**config.mk**
```make
export PLATFORM = sky130hd
export DESIGN_NAME = hdsiso_gate_writer
export DESIGN_NICKNAME = d
export VERILOG_FILES = /design/src/rtl/hdsiso_pkg.sv /design/src/rtl/hdsiso_phase_timer.sv /design/src/rtl/hdsiso_gate_writer.sv
export SDC_FILE = /design/constraint.sdc
export NUM_CORES = 1
export LEC_CHECK = 0
export ABC_AREA = 1
export CAP_MARGIN = 0
export CORE_AREA = 2 2 48 50
export DETAILED_ROUTE_END_ITERATION = 12
export DIE_AREA = 0 0 50 52
export DONT_BUFFER_PORTS = 1
export GPL_ROUTABILITY_DRIVEN = 0
export PLACE_DENSITY = 0.62
export SETUP_SLACK_MARGIN = 0.3
export SKIP_CTS_REPAIR_TIMING = 1
export SYNTH_ARGS = -nofsm -noshare
export SYNTH_HDL_FRONTEND = slang
export SYNTH_SLANG_ARGS = --single-unit
```
**constraint.sdc**
```tcl
create_clock -name clk -period 1.8 [get_ports clk]
set_input_delay 0.45 -clock clk [delete_from_list [all_inputs] [get_ports clk]]
set_output_delay 0.45 -clock clk [all_outputs]
set_load 0.01 [all_outputs]
```
**src/rtl/hdsiso_pkg.sv**
```systemverilog
// Shared types and constants for the SISO latch-chain write driver.
package hdsiso_pkg;

    typedef enum logic [2:0] {
        IDLE,
        SETUP,
        PH_B,
        GAP_B,
        PH_A,
        GAP_A
    } hdsiso_state_t;

    localparam int HDSISO_PULSE_DEF = 2;
    localparam int HDSISO_GAP_DEF   = 1;
    localparam int HDSISO_BYTE_W    = 8;

    function automatic int hdsiso_max(input int a, input int b);
        return (a > b) ? a : b;
    endfunction

endpackage

```
**src/rtl/hdsiso_phase_timer.sv**
```systemverilog
// Loadable down-counter that times both gate pulses and non-overlap gaps.
// done_o is high while the count is zero; a load of N therefore yields N+1
// cycles before done_o is seen in the loaded phase.
module hdsiso_phase_timer #(
    parameter int W = 2
) (
    input  logic         clk,
    input  logic         rst_i,
    input  logic         load_i,
    input  logic [W-1:0] load_val_i,
    output logic         done_o
);

    logic [W-1:0] cnt_q;
    logic [W-1:0] cnt_d;

    // Next count: load wins, otherwise count down and stick at zero.
    always_comb begin
        cnt_d = cnt_q;
        if (load_i) begin
            cnt_d = load_val_i;
        end else if (cnt_q != '0) begin
            cnt_d = cnt_q - 1'b1;
        end
    end

    // Count register.
    always_ff @(posedge clk) begin
        if (rst_i) begin
            cnt_q <= '0;
        end else begin
            cnt_q <= cnt_d;
        end
    end

    assign done_o = (cnt_q == '0);

endmodule

```
**src/rtl/hdsiso_gate_writer.sv**
```systemverilog
// Write-side driver for the transparent-high latch SISO chain.
// Serializes bytes MSB-first onto sdata and produces two non-overlapping
// gate phases (gate_b for even stages, then gate_a for odd stages).
// Optional feature macro: HDSISO_FLUSH_EN adds a flush input that shifts
// DEPTH zero bits through the chain.
module hdsiso_gate_writer
    import hdsiso_pkg::*;
#(
    parameter int PULSE_CYCLES = HDSISO_PULSE_DEF,
    parameter int GAP_CYCLES   = HDSISO_GAP_DEF,
    parameter int DEPTH        = 16
) (
    input  logic                     clk,
    input  logic                     rst,
    input  logic [HDSISO_BYTE_W-1:0] in_data,
    input  logic                     in_valid,
    output logic                     in_ready,
    output logic                     sdata,
    output logic                     gate_a,
    output logic                     gate_b,
    output logic                     busy
`ifdef HDSISO_FLUSH_EN
    ,
    input  logic                     flush
`endif
);

    localparam int CNT_W = $clog2(hdsiso_max(PULSE_CYCLES, GAP_CYCLES) + 1);
`ifdef HDSISO_FLUSH_EN
    // Must hold both the byte index 7 and the flush index DEPTH-1.
    localparam int BIT_W = hdsiso_max(3, $clog2(hdsiso_max(DEPTH, 2)));
`else
    // DEPTH only matters when the flush feature is built in.
    localparam int BIT_W = (DEPTH > 0) ? 3 : 3;
`endif

    hdsiso_state_t            state_q, state_d;
    logic [BIT_W-1:0]         bit_q, bit_d;
    logic [HDSISO_BYTE_W-1:0] shift_q, shift_d;
    logic                     sdata_q, sdata_d;
    logic                     gate_a_q, gate_a_d;
    logic                     gate_b_q, gate_b_d;
    logic                     busy_q, busy_d;
    logic                     in_ready_q, in_ready_d;

    logic                     tmr_load;
    logic [CNT_W-1:0]         tmr_val;
    logic                     tmr_done;
    logic                     start_flush;
    logic                     accept;

`ifdef HDSISO_FLUSH_EN
    assign start_flush = flush & in_ready_q;
`else
    assign start_flush = 1'b0;
`endif
    assign accept = in_valid & in_ready_q;

    hdsiso_phase_timer #(
        .W(CNT_W)
    ) u_timer (
        .clk       (clk),
        .rst_i     (rst),
        .load_i    (tmr_load),
        .load_val_i(tmr_val),
        .done_o    (tmr_done)
    );

    // Next-state, datapath and output decode; outputs are taken from the
    // next state so that every pin leaves a flop.
    always_comb begin
        state_d  = state_q;
        bit_d    = bit_q;
        shift_d  = shift_q;
        sdata_d  = sdata_q;
        tmr_load = 1'b0;
        tmr_val  = '0;
        unique case (state_q)
            IDLE: begin
                sdata_d = 1'b0;
                if (start_flush) begin
                    shift_d = '0;
                    bit_d   = BIT_W'(DEPTH - 1);
                    state_d = SETUP;
                end else if (accept) begin
                    shift_d = in_data;
                    bit_d   = BIT_W'(HDSISO_BYTE_W - 1);
                    sdata_d = in_data[HDSISO_BYTE_W-1];
                    state_d = SETUP;
                end
            end
            SETUP: begin
                state_d  = PH_B;
                tmr_load = 1'b1;
                tmr_val  = CNT_W'(PULSE_CYCLES - 1);
            end
            PH_B: begin
                if (tmr_done) begin
                    state_d  = GAP_B;
                    tmr_load = 1'b1;
                    tmr_val  = CNT_W'(GAP_CYCLES - 1);
                end
            end
            GAP_B: begin
                if (tmr_done) begin
                    state_d  = PH_A;
                    tmr_load = 1'b1;
                    tmr_val  = CNT_W'(PULSE_CYCLES - 1);
                end
            end
            PH_A: begin
                if (tmr_done) begin
                    state_d  = GAP_A;
                    tmr_load = 1'b1;
                    tmr_val  = CNT_W'(GAP_CYCLES - 1);
                end
            end
            GAP_A: begin
                if (tmr_done) begin
                    if (bit_q == '0) begin
                        state_d = IDLE;
                        sdata_d = 1'b0;
                    end else begin
                        bit_d   = bit_q - 1'b1;
                        shift_d = shift_q << 1;
                        sdata_d = shift_q[HDSISO_BYTE_W-2];
                        state_d = SETUP;
                    end
                end
            end
            default: begin
                state_d = IDLE;
            end
        endcase

        in_ready_d = (state_d == IDLE);
        busy_d     = (state_d != IDLE);
        gate_a_d   = (state_d == PH_A);
        gate_b_d   = (state_d == PH_B);
    end

    // State and output registers; reset forces both gates low at once.
    always_ff @(posedge clk) begin
        if (rst) begin
            state_q    <= IDLE;
            bit_q      <= '0;
            shift_q    <= '0;
            sdata_q    <= 1'b0;
            gate_a_q   <= 1'b0;
            gate_b_q   <= 1'b0;
            busy_q     <= 1'b0;
            in_ready_q <= 1'b0;
        end else begin
            state_q    <= state_d;
            bit_q      <= bit_d;
            shift_q    <= shift_d;
            sdata_q    <= sdata_d;
            gate_a_q   <= gate_a_d;
            gate_b_q   <= gate_b_d;
            busy_q     <= busy_d;
            in_ready_q <= in_ready_d;
        end
    end

    assign in_ready = in_ready_q;
    assign sdata    = sdata_q;
    assign gate_a   = gate_a_q;
    assign gate_b   = gate_b_q;
    assign busy     = busy_q;

endmodule

```
# Word level (Yosys, flattened, before mapping)
# Cells that the tools add are included.
# op_classes
addsub	2
eq_ne	10
n_mux	25
n_bitwise	1
reduce_logical	11
# op_table
operator	count
3-bit two-way mux	8
7-bit two-way mux	3
3-bit case mux with 6 select lines	1
7-bit case mux with 2 select lines	1
3-bit by 2-bit == test with 1-bit output (second input constant)	3
3-bit == test (second input constant)	3
3-bit logical NOT	3
1-bit two-way mux	6
2-bit != test (second input constant)	3
1-bit case mux with 2 select lines	3
3-bit case mux with 2 select lines	1
2-bit nonzero test	3
2-bit two-way mux	2
4-bit AND reduction	1
3-bit by 1-bit == test with 1-bit output (second input constant)	1
3-bit nonzero test	1
3-bit OR reduction	1
3-bit by 1-bit subtractor with 3-bit output (second input constant)	1
2-bit logical NOT	1
2-bit AND reduction	1
2-bit by 1-bit subtractor with 2-bit output (second input constant)	1
1-bit bitwise AND	1
# totals
reg_bits	20
input_bits	11
wordCells	58

# Logic depth before layout (Yosys ltp)
# Gate-level depths: netlist of the first run.
# depth
ltp_word	5
depth_mapped	10
depth_no_buf	9

# By module
# A second synthesis of the first run with hierarchy kept.
# hier_totals
cells_unflattened	157
hier_area_um2	1051.0
# modules_own_cells
mod	instances	cells_each	area_each_um2	seq_area_each_um2
hdsiso_gate_writer	1	140	937.1	360.3
hdsiso_phase_timer	1	17	113.9	40.0

# Least setup slack after synthesis of the first run
# Ideal clock, no wire load.
# synth_path
path_kind	register -> register
from	reg u_timer.cnt_q[0]
to	reg bit_q[2]
setup_time_ns	0.068
arrival_ns	1.222
t_required_ns	1.732
slack_ns	0.511
stages_incl_launch_ff	10
n_path_buf	2
period_less_slack_ns	1.289
cell_sequence	dfxtp_1 > inv_1 > ha_1 > buf_2 > nor2_2 > inv_2 > nand2_4 > buf_6 > nand2_1 > a21oi_2
# synth_between
elab_chain_len	3
# synth_lines
item	line_no	text
start, declared	hdsiso_phase_timer.sv:14	logic [W-1:0] cnt_q;
start signal, assigned	hdsiso_phase_timer.sv:32	cnt_q <= cnt_d;
2-bit logical NOT	hdsiso_phase_timer.sv:36	assign done_o = (cnt_q == '0);
2-bit != test (no line)	--	
4-bit AND reduction (no line)	--	
end signal, assigned	hdsiso_gate_writer.sv:155	bit_q <= bit_d;
end, declared	hdsiso_gate_writer.sv:38	logic [BIT_W-1:0] bit_q, bit_d;
# No other way between the ends.
# A chain may end at the register's enable or synchronous reset.

# Final worst setup path of the first run
# layout_path
from	reg state_q[2]
to	reg bit_q[2]
# layout_between
elab_chain_len	3
word_cells_on_any_way	8
classes_between	eq/ne: 4; mux: 1; reduce/logical: 3
# layout_lines
item	line_no	text
start, declared	hdsiso_gate_writer.sv:37	hdsiso_state_t state_q, state_d;
start signal, assigned	hdsiso_gate_writer.sv:154	state_q <= state_d;
3-bit == test / 3-bit logical NOT (equally long branches)	hdsiso_gate_writer.sv:78	unique case (state_q)
2-bit != test (no line) / 2-bit nonzero test (equally long branches)	--	
4-bit AND reduction (no line)	--	
# Several ways; a longest one is shown, not always the timed one.

==> flow_summary.ini, run 1 <==
[global_route]
grt_start_max_net_pins = 15
grt_util_all_layers = 0.174
use_met1 = 0.198
busiest_layer = met2
use_met2 = 0.298
first_global_vias = 789
antenna_found_initial = 0
grt_overflow = 0
grt_pass1_wl_mm = 3.35
grt_util_met3 = 0.0345

[clocking]
htree_levels = 1
clk_latency_ns = 0.30
clk_pin_slew_worst_paths_ns = 0.11
cts_buffer_depth = 2
cts_inserted_buffers = 3
cts_root_buf = clkbuf_4
cts_tree = yes
clkSinkCount = 20

[pwr]
switchingPower_mw = 0.538
seqPwrFrac = 0.447
switching_share = 0.383
cellLeakagePower_nw = 0.491
peakVddDrop_mv = 0.679
p_comb_frac = 0.365
finalPower_mw = 1.41
p_per_area_nw_per_um2 = 1310
clkPwrFrac = 0.188
p_int_mw = 0.868

[detailed_routing]
vias = 862
vias_per_cell = 4.98
wl_per_cell_microns = 11.6
drt_first_iter_violations = 14
drtAntennaViolNets = 0
dr.pass1.iters = 4
routed_wl_mm = 2.00
drc = 0

[worst_setup_path]
worst_r2r_endpoint = bit_q[2]$_SDFFE_PP0P_
worstPathRequired_ns = 2.05
critical_path_peak_fanout = 14
startpoint = state_q[2]$_SDFF_PP0_
start_kind = flop
endpoint_kind = flop
critPathArrivalTime_ns = 1.64
reg2reg_depth = 8
r2r_setup_slack_ns = 0.40
crit-reg2reg-launch = state_q[2]$_SDFF_PP0_
cp-endpoint = bit_q[2]$_SDFFE_PP0P_
criticalPathCategory = flop to flop

[sta]
fin_tns_setup_ns = 0
min_period_ns = 1.40
slew_headroom = 0.803
finalSetupViolCount = 0
fmax_mhz = 715
rsz0062_at_grt = no
tightest_slew_ns = 0.293
slew_viol_final = 0
skew_ns = 0.00131
hold_viol_final = 0
fin_crit_sh = 0.777

[worst_hold_path]
min_path_type = primary input to flop

[cells_and_area]
regArea_sq_um = 400
layout_common_cells = 36 x nand2_1, 20 x nor2_1, 20 x dfxtp_1
antenna_cells = 0
fill_cells = 228
multiInputGateArea_sq_um = 520
syn_to_final_growth_pct = 6.98
fin_nets = 160
drive_above_1_share = 0.138
final_common_cell = nand2_1

[logic_synthesis]
netlist_area_sq_um = 1000
avgSynthCellArea_sq_um = 6.97
synth-seq-cells = 20
seq_area_frac_synth = 0.399
syn-num-nets = 158
synth.distinct_cells = 26
ys_warn_count = 0
synthCells = 144

[place]
port_buffers = 0
dp_hpwl_mm = 1.50

[floorplanning]
initial_utilization = 0.477
ioPinCount = 16
core_region_area_sq_um = 2110
rows = 17
die_h_microns = 52
die_width_microns = 50
fp.dieArea_sq_um = 2600

[outcome]
outcome = complete, no violations

[flow_run]
maxCapViolCount = 0
flip-flops by register name, indices dropped and copies added, names as in the netlist:
name and count:
shift_q 7, bit_q 3, state_q 3, u_timer.cnt_q 2
busy 1, gate_a 1, gate_b 1, in_ready 1
sdata 1
power by group through the flow:
stage,clock [mW],sequential (mW),combinational (mW)
2_1_floorplan,0,0.623,0.402
6_report,0.264,0.629,0.513
3_3_place_gp,0,0.639,0.456
5_1_grt,0.286,0.641,0.595
4_1_cts,0.271,0.630,0.468
3_5_place_dp,0,0.640,0.466
layout make-up:
| cell class | instances | area share |
|---|---|---|
| sequential | 20 | 0.373 |
| clock buffer | 4 | 0.0338 |
| multi-input combinational | 102 | 0.485 |
| inverter | 17 | 0.0618 |
| timing repair buffer | 2 | 0.0140 |
| tap | 28 | 0.0326 |
cells by family (layout without fill, tap and decap cells):
kind of cell,Yosys count,count (layout),share of synthesized area
AO/OA/AOI/OAI,24,24,0.126
buffers and inverters,22,23,0.0948
adder cells (fa/ha/maj),3,3,0.0374
XOR/XNOR,1,1,0.00873
flip-flops,20,20,0.399
AND/OR/NAND/NOR,74,74,0.334
per-stage QoR:
step	setup slack (ns)	cells	util	hold slack, ns	area, sq um
after global placement	0.347	168	0.483	0.447	1020
after floorplan	0.511	144	-	0.425	1000
after detailed placement	0.329	168	0.483	0.448	1020
after CTS	0.304	172	0.500	0.185	1050
final	0.402	173	0.510	0.193	1070
after global routing	0.308	173	0.510	0.171	1070
cells in the mapped netlist:
library cell / count / area, sq um
a21oi_1: 8 / 40.0
a21oi_2: 1 / 8.76
a31oi_1: 1 / 6.26
buf_2: 2 / 10.0
buf_6: 1 / 11.3
clkbuf_1: 2 / 7.51
dfxtp_1: 20 / 400
ha_1: 3 / 37.5
inv_1: 12 / 45.0
inv_2: 4 / 15.0
inv_4: 1 / 6.26
nand2_1: 36 / 135
nand2_2: 3 / 18.8
nand2_4: 1 / 11.3
nand3_1: 5 / 25.0
nand3_2: 1 / 10.0
nand4_1: 2 / 12.5
nor2_1: 20 / 75.1
nor2_2: 1 / 6.26
nor2_8: 1 / 20.0
nor3_1: 3 / 15.0
nor4_1: 1 / 6.26
o21ai_0: 6 / 30.0
o21ai_1: 7 / 35.0
o22ai_1: 1 / 6.26
xor2_1: 1 / 8.76
critical path, stage by stage (launching register included):
cell and delay (ns):
dfxtp_1 0.51, inv_4 0.10, nor2_8 0.18, nand2_2 0.06, nand2_2 0.07, nand2_4 0.11, inv_2 0.12, o21ai_1 0.08
a21oi_2 0.11
metal layers:
metal / wire [microns] / up-vias
met5: 0 / -
met4: 51 / 0
met3: 56 / 6
met2: 967 / 15
met1: 923 / 381
li1: - / 460
worst min-delay path by stage:
stage                            start                      end  depth (start not counted)
6_report                           rst    bit_q[2]$_SDFFE_PP0P_                          1
4_1_cts                            rst    bit_q[2]$_SDFFE_PP0P_                          1
3_3_place_gp   shift_q[5]$_SDFFE_PP0P_  shift_q[5]$_SDFFE_PP0P_                          2
5_1_grt                            rst    bit_q[2]$_SDFFE_PP0P_                          1
3_5_place_dp   shift_q[0]$_SDFFE_PP0P_  shift_q[0]$_SDFFE_PP0P_                          2
2_1_floorplan  shift_q[5]$_SDFFE_PP0P_  shift_q[5]$_SDFFE_PP0P_                          2
Note: power is estimated with default switching activity, not from simulation.
==> inputs of run 2 (changes only) <==
--- a/config.mk
+++ b/config.mk
@@ -12,7 +12,7 @@
 export DIE_AREA = 0 0 50 52
 export DONT_BUFFER_PORTS = 1
 export GPL_ROUTABILITY_DRIVEN = 0
-export PLACE_DENSITY = 0.62
+export PLACE_DENSITY = 0.65
 export SETUP_SLACK_MARGIN = 0.3
 export SKIP_CTS_REPAIR_TIMING = 1
 export SYNTH_ARGS = -nofsm -noshare
==> constraint.sdc (replaced) <==
create_clock -name clk -period 1.2 [get_ports clk]
set_input_delay 0.3 -clock clk [delete_from_list [all_inputs] [get_ports clk]]
set_output_delay 0.3 -clock clk [all_outputs]
set_load 0.01 [all_outputs]
==> flow_summary.ini, run 2 (synthesis results as in run 1) <==
[cells_and_area]
largest_reg_flops = 7
top_regs = shift_q: 7 flops, bit_q: 3 flops, state_q: 3 flops
fin_nets = 188
antenna_cells = 0
post-route-util = 0.721
layout_common_cells = 29 x nand2_1, 22 x buf_4, 16 x nor2_1
syn_to_final_growth_pct = 51.4
layout.cells.non_filler = 201
top_register = shift_q
final_common_cell = nand2_1
fill_cells = 159
drive_above_1_share = 0.543

[clocking]
clkSinkCount = 20
clk_pin_slew_worst_paths_ns = 0.11
cts_inserted_buffers = 3
cts_tree = yes
cts_buffer_depth = 2
htree_levels = 1
clk_latency_ns = 0.30
cts_root_buf = clkbuf_4

[floorplanning]
rows = 17
fp.dieArea_sq_um = 2600
die_h_microns = 52
initial_utilization = 0.477
ioPinCount = 16
core_region_area_sq_um = 2110
die_width_microns = 50

[outcome]
outcome = finished with violations
violations = negative setup slack

[global_route]
grt_util_all_layers = 0.181
first_global_vias = 871
grt_pass1_wl_mm = 3.59
grt_start_max_net_pins = 12
antenna_found_initial = 0
grt_overflow = 0

[detailed_routing]
vias = 1016
wl_per_cell_microns = 12.7
vias_per_cell = 5.05
drt_first_iter_violations = 13
dr.pass1.iters = 4
routed_wl_mm = 2.55
drtAntennaViolNets = 0
drc = 0

[worst_setup_path]
worstPathRequired_ns = 1.41
criticalPathCategory = flop to flop
start_kind = flop
endpoint_kind = flop
critical_path_peak_fanout = 8
critPathArrivalTime_ns = 1.48
r2r_setup_slack_ns = -0.07

[place]
port_buffers = 0
dp_hpwl_mm = 1.69
placed_cells = 191

[pwr]
p_comb_frac = 0.512
switchingPower_mw = 1.07
seqPwrFrac = 0.348
peakVddDrop_mv = 1.22
clkPwrFrac = 0.140
p_per_area_nw_per_um2 = 1850
p_int_mw = 1.73
finalPower_mw = 2.80
cellLeakagePower_nw = 0.683
switching_share = 0.383

[flow_run]
maxCapViolCount = 0

[sta]
skew_ns = 0.00324
fin_ws_ns = -0.0721
fin_tns_setup_ns = -0.488
min_period_ns = 1.27
fmax_mhz = 786
slew_viol_final = 0
finalSetupViolCount = 13
tightest_slew_ns = 0.498
slew_headroom = 0.668
fin_crit_sh = 1.06
hold_viol_final = 0
rsz0062_at_grt = yes

[worst_hold_path]
min_path_type = primary input to flop
[run 2: cell count changes in the layout (fill, tap and decap cells not counted), moves of 4 or more]
cell     before  now
a21oi_1       8    4
a21oi_2       1    5
buf_4         2   22
buf_6         0    8
dfxtp_1      20   10
dfxtp_2       0    7
inv_1        12    8
nand2_1      36   29
nor2_1       20   16
o21ai_0       6    2
o21ai_1       7    1
o21ai_2       0   10
[run 2: final timing paths]
kind	startpoint	endpoint	cells after the start
worst max register to register	bit_q[0]$_SDFFE_PP0P_	shift_q[4]$_SDFFE_PP0P_	9
worst min register to register	shift_q[0]$_SDFFE_PP0P_	shift_q[0]$_SDFFE_PP0P_	2
worst min-delay path	rst	u_timer.cnt_q[0]$_SDFFE_PP0P_	1
worst max-delay path	bit_q[0]$_SDFFE_PP0P_	shift_q[4]$_SDFFE_PP0P_	9
[run 2: final cells by class]
| cell class | instances | area, sq um | share of cell area |
|---|---|---|---|
| repair buffers | 30 | 255 | 0.168 |
| clock buffers | 4 | 36.3 | 0.0239 |
| flip-flops and latches | 20 | 420 | 0.277 |
| multi-input cells | 102 | 691 | 0.455 |
| inverters | 17 | 81.3 | 0.0535 |
| well taps | 28 | 35.0 | 0.0231 |
[run 2: power by group through the flow]
stage	Combinational, mW	Sequential, mW	Clock, mW
2_1_floorplan	0.738	0.956	0
3_3_place_gp	1.09	0.958	0
3_5_place_dp	1.12	0.966	0
4_1_cts	1.13	0.950	0.400
5_1_grt	1.57	0.991	0.436
6_report	1.44	0.975	0.393
[run 2: routing by layer]
metal	routed length, microns	up-vias	share of wire	GRT usage
met4	23	0	0.0090	0.0880
met3	84	4	0.033	0.0287
met5	0	-	0	0
met1	1060	468	0.41	0.207
li1	-	519	-	-
met2	1380	25	0.54	0.327
[run 2: critical path: stages (launching register included)]
cell     delay (ns)
dfxtp_2        0.36
inv_2          0.05
ha_4           0.16
nand2_4        0.08
nand2_4        0.05
nand2_4        0.09
nand2_8        0.09
buf_6          0.14
o21ai_2        0.10
nor2_1         0.05
[run 2: metrics by stage]
stage | worst slack (ns) | hold WS, ns | cell area (sq um)
after detailed placement | -0.0509 | 0.366 | 1250
after global placement | -0.0446 | 0.366 | 1250
after CTS | -0.0714 | 0.0345 | 1280
after global routing | -0.158 | 0.0198 | 1520
final | -0.0721 | 0.0390 | 1520
after floorplan | 0.0188 | 0.439 | 1070
==> inputs of run 3 (changes only) <==
--- a/config.mk
+++ b/config.mk
@@ -12,7 +12,9 @@
 export DIE_AREA = 0 0 50 52
 export DONT_BUFFER_PORTS = 1
 export GPL_ROUTABILITY_DRIVEN = 0
+export GPL_TIMING_DRIVEN = 0
 export PLACE_DENSITY = 0.65
+export RECOVER_POWER = 50
 export SETUP_SLACK_MARGIN = 0.3
 export SKIP_CTS_REPAIR_TIMING = 1
 export SYNTH_ARGS = -nofsm -noshare
==> flow_summary.ini, run 3 (synthesis results as in run 1) <==
[pwr]
cellLeakagePower_nw = 0.591
peakVddDrop_mv = 1.16
p_per_area_nw_per_um2 = 1980
finalPower_mw = 2.63

[floorplanning]
ioPinCount = 16
die_width_microns = 50
initial_utilization = 0.477
fp.dieArea_sq_um = 2600
core_region_area_sq_um = 2110
rows = 17
die_h_microns = 52

[clocking]
cts_root_buf = clkbuf_4
clk_latency_ns = 0.31
cts_tree = yes
clk_pin_slew_worst_paths_ns = 0.12
htree_levels = 1
cts_buffer_depth = 2
clkSinkCount = 20
cts_inserted_buffers = 3

[sta]
fin_ws_ns = -0.123
finalSetupViolCount = 16
rsz0062_at_grt = yes
slew_headroom = 0.656
hold_viol_final = 0
slew_viol_final = 0
fmax_mhz = 756
skew_ns = 0.00903
tightest_slew_ns = 0.516
fin_crit_sh = 1.10
min_period_ns = 1.32

[worst_setup_path]
start_kind = flop
cpMaxStageDelayCell = dfxtp_2
slowest_delay_ns = 0.35
criticalPathCategory = flop to flop
cpMostUsedCell = inv_2
critical_path_peak_fanout = 7
cp_cell_sequence = inv_2 > ha_4 > buf_8 > nor2_4 > inv_2 > nand2_4 > clkbuf_16 > o21ai_1 > nor2_1
endpoint_kind = flop
critPathArrivalTime_ns = 1.58
worstPathRequired_ns = 1.45

[flow_run]
maxCapViolCount = 0

[cells_and_area]
final_common_cell = nand2_1
fin_area_sq_um = 1330
drive_above_1_share = 0.406
fill_cells = 193
syn_to_final_growth_pct = 32.3
antenna_cells = 0
largest_reg_flops = 7
layout_common_cells = 32 x nand2_1, 15 x nor2_1, 11 x dfxtp_1
fin_nets = 175
post-route-util = 0.630
top_register = shift_q
layout.cells.non_filler = 188
top_regs = shift_q: 7 flops, bit_q: 3 flops, state_q: 3 flops

[global_route]
grt_overflow = 0
first_global_vias = 836
grt_pass1_wl_mm = 3.71
antenna_found_initial = 0
grt_util_all_layers = 0.190
grt_start_max_net_pins = 12

[place]
port_buffers = 0
placed_area_sq_um = 1110
place_ws_ns = -0.167
dp_hpwl_mm = 1.57
placed_cells = 172

[detailed_routing]
vias_per_cell = 5.10
drc = 0
vias = 958
drtAntennaViolNets = 0
drt_first_iter_violations = 11
wl_per_cell_microns = 12.3
routed_wl_mm = 2.32
dr.pass1.iters = 4

[outcome]
violations = negative setup slack
outcome = finished with violations

[worst_hold_path]
min_path_type = primary input to flop
==> run 3: cell count changes in the layout (fill, tap and decap cells not counted), sizes merged <==
cell / previous run / this run
clkbuf: 4 / 7
buf: 30 / 14
==> run 3: layer usage <==
metal	vias up	global-route usage	share of wire
met4	0	0.0694	0.011
met5	-	0	0
li1	494	-	-
met2	11	0.360	0.56
met3	4	0.0374	0.026
met1	449	0.207	0.41
==> run 3: final timing paths <==
path                                 startpoint                      end  slack, ns  cells after the start
setup / recovery  u_timer.cnt_q[0]$_SDFFE_PP0P_  shift_q[6]$_SDFFE_PP0P_      -0.12                      9
setup reg to reg  u_timer.cnt_q[0]$_SDFFE_PP0P_  shift_q[6]$_SDFFE_PP0P_      -0.12                      9
hold reg to reg         shift_q[5]$_SDFFE_PP0P_  shift_q[5]$_SDFFE_PP0P_       0.49                      2
hold / removal                       in_data[0]  shift_q[0]$_SDFFE_PP0P_       0.18                      2
==> run 3: area by class of cell <==
class | count | area [sq um] | area share
clock buffer | 4 | 36.3 | 0.0273
inverter | 17 | 73.8 | 0.0556
buffer | 5 | 48.8 | 0.0368
tap | 28 | 35.0 | 0.0264
sequential | 20 | 414 | 0.312
multi-input combinational | 102 | 608 | 0.458
timing repair buffer | 12 | 111 | 0.0839
==> run 3: where the power goes <==
group,internal [mW],total (mW),switching [mW]
clock,0.185,0.402,0.217
sequential,0.845,0.987,0.141
combinational,0.587,1.24,0.656
total,1.62,2.63,1.01
==> run 3: per-stage QoR <==
stage / hold slack (ns) / setup TNS, ns
2_1_floorplan: 0.439 / 0
5_1_grt: 0.186 / -3.33
6_report: 0.177 / -1.41
4_1_cts: 0.170 / -1.56
3_5_place_dp: 0.467 / -1.58
3_3_place_gp: 0.449 / -1.43
==> run 3: critical path: cells and delay by family, from the launching register on <==
family	cells	cell delay, ns
flops	1	0.35
fa+ha+maj	1	0.15
simple gates	3	0.31
buf+inv	4	0.40
compound gates	1	0.05
